===== src/rtl/bram_port_arbiter.sv =====
// rtl/bram_port_arbiter.sv - two-requester arbiter for one BRAM port with burst lock and tagged read return
//
// Ports:
//   clk, reset                   clock, asynchronous active-high reset
//   req0/1, we0/1, addr0/1,      per-requester beat request (read when we=0)
//   wdata0/1
//   gnt0/1                       beat of requester i issued to the BRAM this cycle
//   rvalid0/1, rdata0/1          read data return, steered by the tag of the issuing requester
//   bram_en/we/addr/din          BRAM A-port command, zero when no beat is issued
//   bram_dout                    BRAM read data, READ_LAT cycles after a read beat
//
// Build option: SVM_ARB_FIXED_PRIO_EN selects fixed priority (req0 wins in IDLE
// and preempts OWN1); left undefined gives round-robin with burst lock.

module bram_port_arbiter #(
    parameter int WIDTH     = 16,
    parameter int ADDR_W    = 10,
    parameter int READ_LAT  = 1,
    parameter int MAX_BURST = 16
) (
    input  logic              clk,
    input  logic              reset,
    input  logic              req0,
    input  logic              req1,
    input  logic              we0,
    input  logic              we1,
    input  logic [ADDR_W-1:0] addr0,
    input  logic [ADDR_W-1:0] addr1,
    input  logic [WIDTH-1:0]  wdata0,
    input  logic [WIDTH-1:0]  wdata1,
    output logic              gnt0,
    output logic              gnt1,
    output logic              rvalid0,
    output logic              rvalid1,
    output logic [WIDTH-1:0]  rdata0,
    output logic [WIDTH-1:0]  rdata1,
    output logic              bram_en,
    output logic              bram_we,
    output logic [ADDR_W-1:0] bram_addr,
    output logic [WIDTH-1:0]  bram_din,
    input  logic [WIDTH-1:0]  bram_dout
);

    typedef enum logic [1:0] {
        IDLE = 2'd0,
        OWN0 = 2'd1,
        OWN1 = 2'd2
    } state_t;

    localparam int CNT_W = (MAX_BURST > 2) ? $clog2(MAX_BURST) : 1;
    localparam logic [CNT_W-1:0] CNT_LAST = CNT_W'(MAX_BURST - 1);

    state_t             state;
    logic               last_owner;
    logic [CNT_W-1:0]   beat_cnt;
    logic [READ_LAT-1:0] pipe_v;
    logic [READ_LAT-1:0] pipe_id;

    logic burst_done;
    logic idle_pick0;
    logic own1_yield;

    assign gnt0 = (state == OWN0) & req0;
    assign gnt1 = (state == OWN1) & req1;

    assign bram_en   = gnt0 | gnt1;
    assign bram_we   = gnt0 ? we0    : (gnt1 ? we1    : 1'b0);
    assign bram_addr = gnt0 ? addr0  : (gnt1 ? addr1  : '0);
    assign bram_din  = gnt0 ? wdata0 : (gnt1 ? wdata1 : '0);

    // Returns follow the tag captured at issue time, not the current owner.
    assign rvalid0 = pipe_v[READ_LAT-1] & ~pipe_id[READ_LAT-1];
    assign rvalid1 = pipe_v[READ_LAT-1] &  pipe_id[READ_LAT-1];
    assign rdata0  = bram_dout;
    assign rdata1  = bram_dout;

    assign burst_done = (beat_cnt == CNT_LAST);

`ifdef SVM_ARB_FIXED_PRIO_EN
    assign idle_pick0 = req0;
    assign own1_yield = req0;
`else
    // last_owner==1 means requester 0 gets the next contested arbitration.
    assign idle_pick0 = req0 & (~req1 | last_owner);
    assign own1_yield = burst_done & req0;
`endif

    always_ff @(posedge clk or posedge reset) begin
        if (reset) begin
            state      <= IDLE;
            last_owner <= 1'b1;
            beat_cnt   <= '0;
        end else begin
            case (state)
                IDLE: begin
                    beat_cnt <= '0;
                    if (idle_pick0) begin
                        state <= OWN0;
                    end else if (req1) begin
                        state <= OWN1;
                    end
                end
                OWN0: begin
                    if (!req0) begin
                        state      <= req1 ? OWN1 : IDLE;
                        last_owner <= 1'b0;
                        beat_cnt   <= '0;
                    end else if (burst_done && req1) begin
                        state      <= OWN1;
                        last_owner <= 1'b0;
                        beat_cnt   <= '0;
                    end else if (!burst_done) begin
                        beat_cnt <= beat_cnt + 1'b1;
                    end
                end
                OWN1: begin
                    if (!req1) begin
                        state      <= req0 ? OWN0 : IDLE;
                        last_owner <= 1'b1;
                        beat_cnt   <= '0;
                    end else if (own1_yield) begin
                        state      <= OWN0;
                        last_owner <= 1'b1;
                        beat_cnt   <= '0;
                    end else if (!burst_done) begin
                        beat_cnt <= beat_cnt + 1'b1;
                    end
                end
                default: begin
                    state    <= IDLE;
                    beat_cnt <= '0;
                end
            endcase
        end
    end

    // Read-return tag pipe; flushed by reset so in-flight reads never return.
    always_ff @(posedge clk or posedge reset) begin
        if (reset) begin
            pipe_v  <= '0;
            pipe_id <= '0;
        end else begin
            pipe_v[0]  <= (gnt0 & ~we0) | (gnt1 & ~we1);
            pipe_id[0] <= gnt1;
            for (int k = 1; k < READ_LAT; k++) begin
                pipe_v[k]  <= pipe_v[k-1];
                pipe_id[k] <= pipe_id[k-1];
            end
        end
    end

endmodule


===== config.mk =====
export PLATFORM = sky130hd
export DESIGN_NAME = bram_port_arbiter
export DESIGN_NICKNAME = d
export VERILOG_FILES = /design/src/rtl/bram_port_arbiter.sv
export SDC_FILE = /design/constraint.sdc
export NUM_CORES = 1
export LEC_CHECK = 0
export BUFFER_PORTS_ARGS = -buffer_cell sky130_fd_sc_hd__buf_2
export CAP_MARGIN = 25
export CORE_MARGIN = 2
export CORE_UTILIZATION = 29
export CTS_CLUSTER_SIZE = 25
export DETAILED_ROUTE_END_ITERATION = 8
export PLACE_DENSITY = 0.85
export SKIP_CTS_REPAIR_TIMING = 1
export SLEW_MARGIN = 20
export SYNTH_ARGS = -nofsm -noshare
export SYNTH_HDL_FRONTEND = slang
export SYNTH_SLANG_ARGS = --single-unit

===== constraint.sdc =====
create_clock -name clk -period 1.51 [get_ports clk]
set_input_delay 0.2265 -clock clk [delete_from_list [all_inputs] [get_ports clk]]
set_output_delay 0.2265 -clock clk [all_outputs]
set_load 0.02 [all_outputs]

==> results.toml <==
[min_path]
hold_start = "we1"
hold_depth = 2
min_to = "pipe_v"
hp-class = "in2reg"

[floorplan]
start_util_pct = 29.74
die_h_um = 64.81
die_width_um = 64.81
die_area_um2 = 4200
pin_count = 138
design.core.area_um2 = 3606
num_rows = 22

[layout]
n_antenna_cell = 0
final_common_cell = "buf_2"
drive_gt1_share_pct = 78.61
most-common-layout-cells = "buf_2 (60), buf_6 (30), a22o_4 (20), buf_4 (20), dfrtp_1 (8)"
final_core_util_pct = 56.52
areaGrowthSynthToFinish_pct = 90.08
fill_cells = 292
nets = 281

[detailed_routing]
dr.pass1.iters = 4
avgViaCountPerCell = 4.823
vias = 1201
drt_iter0_drc = 28
route.detailed.drc = 0
wire_per_inst_um = 14.73
antenna_violating_nets_post_route = 0
drt_wl_total_um = 3669

[logic_synthesis]
synthesis.nets = 198
yosysWarnings = 0
ys_ff_latch = 9
synth_area_um2 = 1072
synth_cell_types = 31
synth_area_per_cell_um2 = 9.011
syn_inst = 119
yosysSeqAreaShare_pct = 21.12

[timing]
fin_tns_setup_ps = -11270
fin_crit_sh_pct = 124.0
finClkSkew_ps = 5.134
slew-limit-headroom_pct = 76.82
tightest_slew_ps = 347.3
fin_crit_ps = 1873
setup_slack_ps = -362.7
finalSetupViolations = 37
max_freq_ghz = 0.5340
rsz0062_at_grt = "yes"
holdWs_ps = 170.7
hold_viol_final = 0
finalMaxSlewViolations = 0

[global_route]
overflow = 0
grt_pass1_vias = 1077
grt_max_degree = 29
antenna_found_initial = 0
grt_use_total_pct = 13.01
grt_pass1_wl_um = 4409

[clock_tree]
clkTransAtPathRegs_ps = 50
tritoncts = "yes"
cts-root-buf = "clkbuf_8"
cts_made_buffers = 3
htreeDepth = 1
clock_latency_ps = 240
cts.sinks = 9
clock_path_buffers = 2

[critical_path]
critPathKind = "reg2out"
r2r-start = "state[1]"
crit_fanout = 7
arrival_ps = 1650
rrSetupSlack_ps = -290
end_kind = "output pin"
worst_path_largest_cell_delay_ps = 380
path_cells = "inv_2, ha_4, nand2_2, inv_4, nor2_4, buf_12, a22o_1, buf_6"
cp.required_ps = 1280
start_kind = "flop"
rr_worst_depth = 9
cp_slowest_cell = "dfrtp_1"
r2r_end = "state[1]"

[status]
status = "finished, violations left"
violations = "setup timing"

[place]
preCtsSetupSlack_ps = -144.7
port_buffers = 89
hpwlAfterDp_um = 2486
gp_congestion = 0.7902

[power_and_ir_drop]
combPwrFrac_pct = 78.0
clock_power_share_pct = 9.7
seq_power_share_pct = 12.4
power_density_nw_per_um2 = 1462
irDropWorstVdd_mv = 0.7237
p_int_mw = 1.822
netSwitchingFraction_pct = 38.86
p_leak_nw = 1.097
p_switching_mw = 1.158

[flow_run]
maxCapViolCount = 0
cell families (layout without fill, tap and decap cells):
logic type               count (synthesis)  count (layout)  synth area share [%]
XOR/XNOR                                 1               1                0.8170
AND/OR/NAND/NOR                         22              22                 12.37
adder cells (fa/ha/maj)                  5               5                 5.834
flip-flops                               9               9                 21.12
buffers and inverters                   42             124                 26.95
multiplexers                             4               4                 4.784
AO/OA/AOI/OAI                           36              36                 28.12
synthesized netlist by cell type:
| cell | n | area, um2 |
|---|---|---|
| xnor2_1 | 1 | 8.760 |
| nand2b_1 | 1 | 6.260 |
| mux2_4 | 2 | 30.03 |
| nand3_1 | 1 | 5.000 |
| buf_2 | 3 | 15.01 |
| dfstp_2 | 1 | 26.28 |
| and2_1 | 1 | 6.260 |
| nor2b_1 | 2 | 12.51 |
| nand2_1 | 4 | 15.01 |
| a22o_1 | 27 | 236.5 |
| dfrtp_1 | 8 | 200.2 |
| a211oi_1 | 1 | 7.510 |
| inv_2 | 2 | 7.510 |
| nand3_4 | 1 | 17.52 |
| o211ai_1 | 1 | 7.510 |
| buf_4 | 34 | 255.2 |
| mux2_2 | 1 | 11.26 |
| inv_1 | 3 | 11.26 |
| mux2i_1 | 1 | 10.01 |
| nand2b_4 | 1 | 13.76 |
| nand2_2 | 2 | 12.51 |
| nor3_1 | 2 | 10.01 |
| nor2_4 | 1 | 11.26 |
| o22ai_1 | 1 | 6.260 |
| o21ai_0 | 1 | 5.000 |
| a31oi_1 | 2 | 12.51 |
| ha_1 | 5 | 62.56 |
| a21oi_1 | 1 | 5.000 |
| o22ai_2 | 1 | 12.51 |
| nor2_1 | 6 | 22.52 |
| o21a_2 | 1 | 8.760 |
metrics by stage:
step           area, um2  power (mW)  std cells
2_1_floorplan       1301       1.649        119
3_3_place_gp        1620       1.986        232
3_5_place_dp        1620       2.020        232
4_1_cts             1667       2.315        236
5_1_grt             2038       3.142        249
6_report            2038       2.981        249
flip-flops by register name, indices dropped and copies added (netlist names):
| signal | count |
|---|---|
| last_owner | 1 |
| pipe_id | 1 |
| beat_cnt | 4 |
| state | 2 |
| pipe_v | 1 |
how the worst max path moves through the flow:
stage,cells past startpoint,slack (ps),end,from
3_3_place_gp,7,-110,bram_we,state[0]
4_1_cts,7,-410,bram_we,state[0]
5_1_grt,8,-440,bram_din[6],state[1]
2_1_floorplan,7,-20,state[0],state[0]
6_report,8,-360,bram_addr[1],state[1]
3_5_place_dp,7,-140,bram_we,state[0]
metal layers:
layer / vias up / GRT usage (%) / routed length, um / share of wire, %
li1: 562 / - / - / -
met1: 572 / 13.03 / 1237 / 34
met2: 58 / 25.13 / 2074 / 57
met3: 9 / 3.993 / 313 / 8.5
met4: 0 / 4.255 / 44 / 1.2
met5: - / 0 / 0 / 0
power groups by stage:
stage                     combinational (mW)  clock (mW)  sequential [mW]
after floorplan                         1.29           0            0.360
after global placement                  1.63           0            0.354
after detailed placement                1.66           0            0.359
after CTS                               1.67       0.293            0.355
after global routing                    2.46       0.310            0.372
final                                   2.32       0.289            0.368
worst max-delay path: cells and delay by family (launching register included):
family | cells | cell delay [ps]
compound gates | 1 | 150
fa+ha+maj | 1 | 170
buf+inv | 4 | 410
flops | 1 | 380
simple gates | 2 | 300
final cells by class:
| type | instances | area (um2) | area share (%) |
|---|---|---|---|
| inverters | 5 | 26.28 | 1.289 |
| flip-flops and latches | 9 | 226.5 | 11.11 |
| multi-input cells | 68 | 790.8 | 38.80 |
| clock buffers | 3 | 41.29 | 2.026 |
| clock inverters | 1 | 5.005 | 0.2455 |
| well taps | 48 | 60.06 | 2.947 |
| repair buffers | 115 | 888.4 | 43.59 |
No activity file was read; power rests on OpenSTA's default activity.
